<file path="src/rtl/piso_stream_ser.sv">
// Parallel-in / serial-out stream serialiser with valid/ready handshakes on both sides.
// A one-word hold buffer sits behind the shift register so consecutive words stream without gaps.
module piso_stream_ser #(
   parameter int DATA_WIDTH = 16,
   parameter int LANES      = 1,
   parameter int MSB_FIRST  = 0
) (
   input  logic                  clk,
   input  logic                  reset,
   input  logic [DATA_WIDTH-1:0] din,
   input  logic                  din_valid,
   output logic                  din_ready,
   output logic [LANES-1:0]      dout,
   output logic                  dout_valid,
   input  logic                  dout_ready,
   output logic                  dout_last,
   output logic                  busy
);

   localparam int N  = DATA_WIDTH / LANES;
   localparam int CW = (N > 1) ? $clog2(N) : 1;
   localparam logic [CW-1:0] LAST_CNT = CW'(N - 1);

   logic                  active_q, active_d;
   logic [CW-1:0]         cnt_q, cnt_d;
   logic [DATA_WIDTH-1:0] shift_q, shift_d;
   logic [DATA_WIDTH-1:0] hold_q, hold_d;
   logic                  holdValid_q, holdValid_d;

   logic inHs;
   logic outHs;
   logic free;

   assign din_ready  = ~holdValid_q;
   assign dout_valid = active_q;
   assign dout_last  = active_q & (cnt_q == LAST_CNT);
   assign busy       = active_q | holdValid_q;

   assign inHs  = din_valid & ~holdValid_q;
   assign outHs = active_q & dout_ready;
   assign free  = ~active_q | (dout_last & dout_ready);

   always_comb begin
      dout = '0;
      if (active_q) begin
         if (MSB_FIRST != 0) dout = shift_q[DATA_WIDTH-1 -: LANES];
         else                dout = shift_q[LANES-1:0];
      end
   end

   // The shift register refills from the hold buffer first so word order is preserved;
   // a word only bypasses straight into the shift register when nothing is held.
   always_comb begin
      active_d    = active_q;
      cnt_d       = cnt_q;
      shift_d     = shift_q;
      hold_d      = hold_q;
      holdValid_d = holdValid_q;
      if (free) begin
         if (holdValid_q) begin
            shift_d     = hold_q;
            cnt_d       = '0;
            active_d    = 1'b1;
            holdValid_d = 1'b0;
            if (inHs) begin
               hold_d      = din;
               holdValid_d = 1'b1;
            end
         end else if (inHs) begin
            shift_d  = din;
            cnt_d    = '0;
            active_d = 1'b1;
         end else begin
            shift_d  = '0;
            cnt_d    = '0;
            active_d = 1'b0;
         end
      end else begin
         if (outHs) begin
            if (MSB_FIRST != 0) shift_d = shift_q << LANES;
            else                shift_d = shift_q >> LANES;
            cnt_d = cnt_q + CW'(1);
         end
         if (inHs) begin
            hold_d      = din;
            holdValid_d = 1'b1;
         end
      end
   end

   always_ff @(posedge clk) begin
      if (reset) begin
         active_q    <= 1'b0;
         cnt_q       <= '0;
         shift_q     <= '0;
         hold_q      <= '0;
         holdValid_q <= 1'b0;
      end else begin
         active_q    <= active_d;
         cnt_q       <= cnt_d;
         shift_q     <= shift_d;
         hold_q      <= hold_d;
         holdValid_q <= holdValid_d;
      end
   end

endmodule
</file>
<file path="config.mk">
export PLATFORM = sky130hd
export DESIGN_NAME = piso_stream_ser
export DESIGN_NICKNAME = d
export VERILOG_FILES = /design/src/rtl/piso_stream_ser.sv
export SDC_FILE = /design/constraint.sdc
export NUM_CORES = 1
export LEC_CHECK = 0
export CORE_MARGIN = 5
export CORE_UTILIZATION = 59
export DETAILED_ROUTE_END_ITERATION = 12
export GPL_ROUTABILITY_DRIVEN = 0
export MAX_ROUTING_LAYER = met4
export PLACE_DENSITY = 0.84
export SYNTH_ARGS = -nofsm -noshare
export SYNTH_HDL_FRONTEND = slang
export SYNTH_SLANG_ARGS = --single-unit
</file>
<file path="constraint.sdc">
create_clock -name clk -period 3.4 [get_ports clk]
set_input_delay 0.68 -clock clk [delete_from_list [all_inputs] [get_ports clk]]
set_output_delay 0.68 -clock clk [all_outputs]
set_load 0.005 [all_outputs]
</file>
==> impl_metrics.py, run 1 <==
metrics = {
    "status": {
        "status": "completed",
    },
    "floorplanning": {
        "rows": 21,
        "fp.dieW_um": 68.4,
        "start_util_pct": 60.8,
        "die_h_um": 68.4,
        "num_io_pins": 25,
        "die_area_sq_um": 4680,
        "core_area_sq_um": 3310,
    },
    "cts": {
        "cts_root_buf": "clkbuf_4",
        "cts_made_buffers": 5,
        "htree_levels": 2,
        "clk_latency_ns": 0.35,
        "cts.path.max_buffers": 2,
        "cts_hold_buffers": 0,
        "cts_resized": 0,
        "cts_setup_buffers": 0,
        "path_clk_slew_ns": 0.10,
        "clock-sinks": 38,
        "cts_tree": "built",
    },
    "global_routing": {
        "antenna_found_initial": 0,
        "grt_pass1_vias": 1663,
        "grt_pass1_wl_mm": 7.78,
        "grt_overflow": 0,
        "grt_max_degree": 34,
        "grt_use_total_pct": 22.8,
    },
    "logic_synthesis": {
        "synth.avg_cell_area_sq_um": 9.91,
        "synth_warnings": 0,
        "synth.largest_area_cell": "dfxtp_1",
        "ys_seq_area_share_pct": 37.8,
        "netlist_area_sq_um": 2010,
        "synthFlopType": "dfxtp_1",
        "ys_seq_elements": 38,
        "syn_nets": 224,
        "netlist.area_leader.share_pct": 37.8,
        "synthCells": 203,
        "synthTopCellsByCount": "38 x dfxtp_1, 38 x nand2b_1, 28 x mux2i_1",
        "yosysUniqueCellTypes": 33,
        "yosys-top-cells-area": "dfxtp_1 38%, mux2i_1 14%, nand2b_1 12%",
        "async_flop_share_pct": 0,
        "synth_edf_count": 0,
    },
    "timing": {
        "finalCriticalPeriod_ns": 2.63,
        "tightest_slew_ns": 0.828,
        "final-setup-viol-count": 0,
        "report.final.slew_viol_count": 0,
        "rsz0062_at_grt": "false",
        "finalHoldViolations": 0,
        "max_slew_margin_pct": 44.8,
        "finalSetupTns_ns": 0,
        "min_period_over_period_pct": 77.2,
        "fin_worst_skew_ns": 0.0114,
        "hold_slack_ns": 0.479,
        "fin_ws_ns": 0.775,
        "timing.fmax_ghz": 0.381,
    },
    "route": {
        "finalWirelength_mm": 4.56,
        "first_iter_violations": 235,
        "wl_met1_mm": 1.98,
        "routed-wl-met3_um": 169,
        "maxUsedRoutingLayer": "met4",
        "drc": 0,
        "routed_via_density": 6.18,
        "dr_wl_met2_mm": 2.32,
        "ant_nets": 0,
        "first_pass_iters": 5,
        "num_vias": 1637,
        "wl_per_cell_um": 17.2,
    },
    "critical_path": {
        "worst_ep_arrival_time_ns": 1.95,
        "cp.required_ns": 2.72,
        "worst_setup_path_end_kind": "output pin",
        "worstSetupPathType": "flip-flop to output pin",
        "path_cells": "ha_1, and3_1, and2_1, clkdlybuf4s50_1",
        "cp_max_fo": 5,
        "start_kind": "flip-flop",
        "critPathSlowestCell": "clkdlybuf4s50_1",
        "slowest_delay_ns": 0.50,
    },
    "place": {
        "place_ws_ns": 0.743,
        "place_hpwl_mm": 3.16,
        "io_buffers": 24,
        "post_dp_cell_area_sq_um": 2210,
    },
    "power": {
        "power.density_nw_per_um2": 406,
        "leakage_uw": 0.000880,
        "max-vdd-ir-drop_mv": 0.269,
    },
    "final_layout": {
        "n_fill_cell": 294,
        "fin_util_pct": 69.3,
        "design_area_sq_um": 2290,
        "drive_above_1_share_pct": 6.85,
        "antennaDiodeCount": 0,
        "nets": 239,
        "area_delta_synth_final_pct": 14.0,
    },
    "run": {
        "maxCapViolCount": 0,
    },
    "worst_hold_path": {
        "hold_class": "flip-flop to flip-flop",
    },
}
## worst paths after layout
check,cells past startpoint,slack (ns),to,start
max,4,0.77,dout_last,cnt_q[0]$_SDFFE_PP0P_
max reg2reg,3,1.44,shift_q[8]$_SDFFE_PP0P_,dout_valid$_SDFFE_PP0P_
min,2,0.48,hold_q[6]$_SDFFE_PP0P_,hold_q[6]$_SDFFE_PP0P_
min reg2reg,2,0.48,hold_q[6]$_SDFFE_PP0P_,hold_q[6]$_SDFFE_PP0P_
## layout by cell type (no fill, tap or decap)
master,netlist,routed
and2_1,2,2
o32ai_1,4,4
a22o_1,1,1
clkbuf_4,0,5
mux2i_1,28,28
a222oi_1,15,15
nor2b_1,15,15
nand3_1,2,2
nand4_4,1,1
nor2_1,1,1
and4_4,1,1
ha_1,1,1
nand2_1,4,4
nand2b_1,38,38
and3_1,1,1
a311oi_1,11,11
o21ai_0,1,1
a211oi_1,1,1
dfxtp_1,38,38
clkdlybuf4s50_1,0,24
nor3b_1,5,5
nand3b_1,2,2
or2_1,1,1
inv_1,1,1
buf_4,1,5
or3_1,1,1
xor2_1,2,2
a21oi_1,2,2
clkbuf_8,0,3
nor3_1,3,3
## registers in the layout (all words and copies together), names as in the netlist
name / flops
cnt_q: 4
holdValid_q: 1
shift_q: 16
dout_valid: 1
hold_q: 16
## worst max-delay path: cells and delay by family (launching register included)
kind          cells  cell delay [ns]
fa+ha+maj         1             0.27
buf+inv           1             0.50
flops             1             0.38
simple gates      2             0.44
## power by group
group | leakage [uW] | internal (uW) | switching (uW) | total, uW
registers | 0.000311 | 471 | 19.0 | 490
clock network | 0.0000446 | 141 | 148 | 289
logic | 0.000524 | 81.6 | 70.9 | 152
total | 0.000880 | 694 | 237 | 931
## through the flow
step	instances	power (uW)
global placement	257	639
finish	265	931
detailed placement	257	650
CTS	265	936
floorplan	203	601
global route	265	979
## cell families after synthesis
logic type / synth area share [%]
flip-flops: 37.8
multiplexers: 13.9
buffers and inverters: 6.78
AND/OR/NAND/NOR: 24.4
adder cells (fa/ha/maj): 0.622
AO/OA/AOI/OAI: 15.5
XOR/XNOR: 0.871
## metal layers
layer | GRT usage, % | up-vias
li1 | - | 782
met1 | 28.3 | 794
met2 | 36.4 | 48
met3 | 4.27 | 13
met4 | 9.18 | 0
met5 | - | -
## layout make-up
type | count | area, sq um | area share (%)
Multi-Input combinational cell | 143 | 1110 | 48.6
Sequential cell | 38 | 761 | 33.2
Timing Repair Buffer | 29 | 278 | 12.1
Clock buffer | 8 | 78.8 | 3.44
Tap cell | 46 | 57.6 | 2.51
Inverter | 1 | 3.75 | 0.164
Power figures use the tool's default switching activity.
==> run 2: changes to the inputs <==
Settings changed: CORE_UTILIZATION 59 to 55, PLACE_DENSITY 0.84 to 0.79.
Clock period 3.4 ns to 2.7 ns, I/O delays scaled along.
==> run 2 against run 1 <==
Effect of this change:
- sequential power rose by 26%
- critical path type unchanged
- register-to-register slack got worse by 0.45 ns
- utilization fell by 5.0 points
- via count fell by 2.7%
- worst setup slack got worse by 0.49 ns
- sequential share of layout area fell by 0.32 points
- largest power group unchanged
- flip-flop and latch count did not move
- clock skew fell by 0.0064 ns
==> impl_metrics.py, run 2 (synthesized netlist as in run 1, its figures left out) <==
metrics = {
    "global_routing": {
        "grt_pass1_wl_mm": 7.51,
        "grt_max_degree": 35,
        "grt_pass1_vias": 1551,
        "grt_use_total_pct": 19.5,
        "antenna_found_initial": 0,
        "grt_overflow": 0,
    },
    "timing": {
        "finalCriticalPeriod_ns": 2.42,
        "finalSetupTns_ns": 0,
        "min_period_over_period_pct": 89.5,
        "fin_ws_ns": 0.284,
        "report.final.slew_viol_count": 0,
        "final-setup-viol-count": 0,
        "finalHoldViolations": 0,
        "timing.fmax_ghz": 0.414,
        "tightest_slew_ns": 0.404,
        "max_slew_margin_pct": 73.1,
        "rsz0062_at_grt": "false",
        "fin_worst_skew_ns": 0.00506,
    },
    "final_layout": {
        "antennaDiodeCount": 0,
        "fin_util_pct": 64.2,
        "reg.largest.list": "hold_q (16), shift_q (16), cnt_q (4)",
        "final_cell_mix": "38 x nand2b_1, 38 x dfxtp_1, 28 x mux2i_1, 24 x clkdlybuf4s50_1",
        "drive_above_1_share_pct": 6.82,
        "design_area_sq_um": 2320,
        "area_delta_synth_final_pct": 15.1,
        "nets": 240,
    },
    "cts": {
        "htree_levels": 2,
        "cts_tree": "built",
        "clock-sinks": 38,
        "cts_hold_buffers": 0,
        "cts.path.max_buffers": 2,
        "cts_resized": 0,
        "cts_root_buf": "clkbuf_8",
        "path_clk_slew_ns": 0.07,
        "cts_setup_buffers": 0,
        "cts_made_buffers": 5,
        "clk_latency_ns": 0.29,
    },
    "power": {
        "power.density_nw_per_um2": 520,
        "max-vdd-ir-drop_mv": 0.365,
        "power.total_uw": 1200,
        "leakage_uw": 0.000888,
    },
    "floorplanning": {
        "start_util_pct": 55.8,
        "die_h_um": 70.5,
        "num_io_pins": 25,
        "rows": 22,
        "fp.dieW_um": 70.5,
        "die_area_sq_um": 4970,
        "core_area_sq_um": 3610,
    },
    "place": {
        "post_dp_cell_area_sq_um": 2220,
        "place_ws_ns": 0.512,
        "io_buffers": 24,
        "place_hpwl_mm": 2.95,
    },
    "critical_path": {
        "worstSetupPathType": "flip-flop to output pin",
        "cp.required_ns": 2.16,
        "slowest_delay_ns": 0.50,
        "worst_ep_arrival_time_ns": 1.88,
        "worst_setup_path_end_kind": "output pin",
        "start_kind": "flip-flop",
        "cp_max_fo": 5,
        "path_cells": "ha_1, and3_1, and2_1, clkdlybuf4s50_1",
        "critPathSlowestCell": "clkdlybuf4s50_1",
    },
    "route": {
        "wl_per_cell_um": 16.2,
        "finalWirelength_mm": 4.34,
        "routed_via_density": 5.94,
        "drc": 0,
        "first_iter_violations": 225,
        "first_pass_iters": 5,
        "num_vias": 1592,
        "ant_nets": 0,
    },
    "status": {
        "status": "completed",
    },
    "run": {
        "maxCapViolCount": 0,
    },
    "worst_hold_path": {
        "hold_class": "flip-flop to flip-flop",
    },
}
-- run 2: area by class of cell --
class	count	area, sq um
inverter	1	3.75
clock inverter	1	5.00
multi-input combinational	143	1110
timing repair buffer	30	285
fill	305	1290
clock buffer	7	86.3
sequential	38	761
tap	48	60.1
-- run 2: path summary, 6_finish.rpt --
check	slack, ns	endpoint	cells after the start	startpoint
hold reg to reg	0.48	hold_q[4]$_SDFFE_PP0P_	2	hold_q[4]$_SDFFE_PP0P_
setup / recovery	0.28	dout_last	4	cnt_q[0]$_SDFFE_PP0P_
setup reg to reg	0.99	hold_q[7]$_SDFFE_PP0P_	4	cnt_q[0]$_SDFFE_PP0P_
hold / removal	0.48	hold_q[4]$_SDFFE_PP0P_	2	hold_q[4]$_SDFFE_PP0P_
-- run 2: metrics by stage --
stage	std cells	hold WS, ns
6_report	268	0.476
5_1_grt	268	0.503
3_5_place_dp	260	0.466
2_1_floorplan	203	0.448
3_3_place_gp	260	0.457
4_1_cts	268	0.477
-- run 2: routing by layer --
metal / global-route usage [%] / part of all wire [%] / wire length [um]
met3: 5.32 / 5.3 / 231
met2: 29.5 / 46 / 1990
met4: 7.02 / 1.8 / 76
met1: 24.8 / 47 / 2050
met5: - / 0 / 0
-- run 2: report_power, final --
part / switching, uW / leakage (uW) / internal, uW / total, uW
Clock: 191 / 0.0000482 / 206 / 397
Sequential: 21.8 / 0.000311 / 593 / 615
Combinational: 88.8 / 0.000528 / 103 / 191
Total: 302 / 0.000888 / 901 / 1200
-- run 2: critical path: cells and delay by family (launching register included) --
kind | cells | cell delay, ns
adders and majority gates | 1 | 0.28
and+or+nand+nor | 2 | 0.44
DFF | 1 | 0.37
buffers and inverters | 1 | 0.50
==> run 3: changes to the inputs <==
Settings changed: CORE_UTILIZATION 55 to 30, PLACE_DENSITY 0.79 to default.
==> run 3 against run 2 <==
Effect of this change:
- clock power rose by 25%
- global-route usage is 8.4 points lower
- die area up 70%
- largest cell class unchanged
- combinational power rose by 3%
- via count fell by 2.6%
- power is 8.2% higher
==> impl_metrics.py, run 3 (synthesized netlist as in run 1, its figures left out) <==
metrics = {
    "critical_path": {
        "rr_worst_depth": 4,
        "critPathSlowestCell": "clkdlybuf4s50_1",
        "cp-startpoint": "cnt_q[0]$_SDFFE_PP0P_",
        "r2r-end": "hold_q[3]$_SDFFE_PP0P_",
        "cp_max_fo": 5,
        "cp.required_ns": 2.16,
        "r2r_setup_slack_ns": 0.96,
        "r2r_start": "cnt_q[0]$_SDFFE_PP0P_",
        "worstSetupPathType": "flip-flop to output pin",
        "path_cells": "ha_1, and3_1, and2_1, clkdlybuf4s50_1",
        "crit_end": "dout_last",
        "start_kind": "flip-flop",
        "worst_setup_path_end_kind": "output pin",
        "slowest_delay_ns": 0.50,
        "worst_ep_arrival_time_ns": 1.92,
    },
    "cts": {
        "htree_levels": 2,
        "cts_hold_buffers": 0,
        "cts.path.max_buffers": 2,
        "cts_root_buf": "clkbuf_8",
        "cts_resized": 0,
        "cts_made_buffers": 5,
        "cts_tree": "built",
        "clock-sinks": 38,
        "clk_latency_ns": 0.29,
        "path_clk_slew_ns": 0.07,
        "cts_setup_buffers": 0,
    },
    "global_routing": {
        "grt_pass1_wl_mm": 7.45,
        "grt_max_degree": 29,
        "grt_overflow": 0,
        "grt_use_total_pct": 11.1,
        "antenna_found_initial": 0,
        "grt_pass1_vias": 1502,
    },
    "place": {
        "io_buffers": 24,
        "dp.cells": 291,
        "post_dp_cell_area_sq_um": 2290,
        "place_hpwl_mm": 2.85,
        "place_ws_ns": 0.425,
    },
    "floorplanning": {
        "die_area_sq_um": 8440,
        "num_io_pins": 25,
        "core_area_sq_um": 6420,
        "rows": 29,
        "die_h_um": 91.9,
        "fp.dieW_um": 91.9,
        "start_util_pct": 31.3,
    },
    "route": {
        "first_pass_iters": 7,
        "ant_nets": 0,
        "drc": 0,
        "routed_via_density": 5.20,
        "finalWirelength_mm": 4.34,
        "first_iter_violations": 134,
        "num_vias": 1551,
        "wl_per_cell_um": 14.6,
    },
    "final_layout": {
        "seq_area_sq_um": 761,
        "design_area_sq_um": 2400,
        "final_cell_mix": "38 x nand2b_1, 38 x dfxtp_1, 28 x mux2i_1, 24 x clkdlybuf4s50_1",
        "nets": 242,
        "area_delta_synth_final_pct": 19.3,
        "drive_above_1_share_pct": 7.69,
        "multi_input_area_sq_um": 1110,
        "reg.largest.list": "hold_q (16), shift_q (16), cnt_q (4)",
        "stdcell_count": 298,
        "antennaDiodeCount": 0,
        "n_fill_cell": 652,
    },
    "timing": {
        "fin_worst_skew_ns": 0.00671,
        "max_slew_margin_pct": 71.2,
        "finalCriticalPeriod_ns": 2.46,
        "min_period_over_period_pct": 91.2,
        "hold_slack_ns": 0.478,
        "timing.fmax_ghz": 0.406,
        "tightest_slew_ns": 0.432,
        "report.final.slew_viol_count": 0,
        "final-setup-viol-count": 0,
        "finalSetupTns_ns": 0,
        "rsz0062_at_grt": "false",
        "finalHoldViolations": 0,
        "fin_ws_ns": 0.237,
    },
    "status": {
        "status": "completed",
    },
    "run": {
        "maxCapViolCount": 0,
    },
    "power": {
        "power.density_nw_per_um2": 542,
        "max-vdd-ir-drop_mv": 0.217,
        "leakage_uw": 0.000913,
    },
    "worst_hold_path": {
        "hold_class": "flip-flop to flip-flop",
    },
}
-- run 3: cell count changes in the layout (fill, tap and decap cells not counted), sizes merged --
cell / previous run / this run
buf: 6 / 8
bufinv: 0 / 1
clkbuf: 7 / 6
clkinv: 1 / 0
-- run 3: metal layers --
metal / vias to the layer above / global-route usage, % / wire, um
li1: 786 / - / -
met1: 717 / 15.2 / 2200
met2: 43 / 15.9 / 1870
met3: 5 / 2.78 / 216
met4: 0 / 3.71 / 45
met5: - / - / 0
-- run 3: report_power, final --
| part | internal [uW] | switching (uW) | total, uW |
|---|---|---|---|
| logic | 107 | 89.3 | 196 |
| clock network | 296 | 201 | 496 |
| registers | 593 | 17.2 | 610 |
| total | 995 | 307 | 1300 |
-- run 3: how the worst min path moves through the flow --
stage          slack (ns)  cells past startpoint                       to                    start
4_1_cts              0.48                      2  hold_q[10]$_SDFFE_PP0P_  hold_q[10]$_SDFFE_PP0P_
2_1_floorplan        0.45                      2   hold_q[0]$_SDFFE_PP0P_   hold_q[0]$_SDFFE_PP0P_
5_1_grt              0.50                      2   hold_q[8]$_SDFFE_PP0P_   hold_q[8]$_SDFFE_PP0P_
3_5_place_dp         0.46                      2   hold_q[0]$_SDFFE_PP0P_   hold_q[0]$_SDFFE_PP0P_
3_3_place_gp         0.46                      2   hold_q[6]$_SDFFE_PP0P_   hold_q[6]$_SDFFE_PP0P_
6_report             0.48                      2   hold_q[1]$_SDFFE_PP0P_   hold_q[1]$_SDFFE_PP0P_
-- run 3: layout make-up --
| class | instances | area share, % |
|---|---|---|
| flip-flops and latches | 38 | 31.7 |
| clock inverters | 1 | 1.25 |
| multi-input cells | 143 | 46.4 |
| clock buffers | 6 | 3.44 |
| well taps | 77 | 4.01 |
| repair buffers | 32 | 13.0 |
| inverters | 1 | 0.156 |
-- run 3: metrics by stage --
| stage | utilization (%) | total power [uW] |
|---|---|---|
| floorplan | - | 756 |
| global placement | 35.6 | 819 |
| detailed placement | 35.6 | 819 |
| CTS | 37.4 | 1320 |
| global route | 37.4 | 1370 |
| finish | 37.4 | 1300 |
-- run 3: worst max-delay path, delay by kind of cell, from the launching register on --
kind	cells	cell delay [ns]
adder cells (fa/ha/maj)	1	0.27
buffers and inverters	1	0.50
flip-flops	1	0.38
AND/OR/NAND/NOR	2	0.49
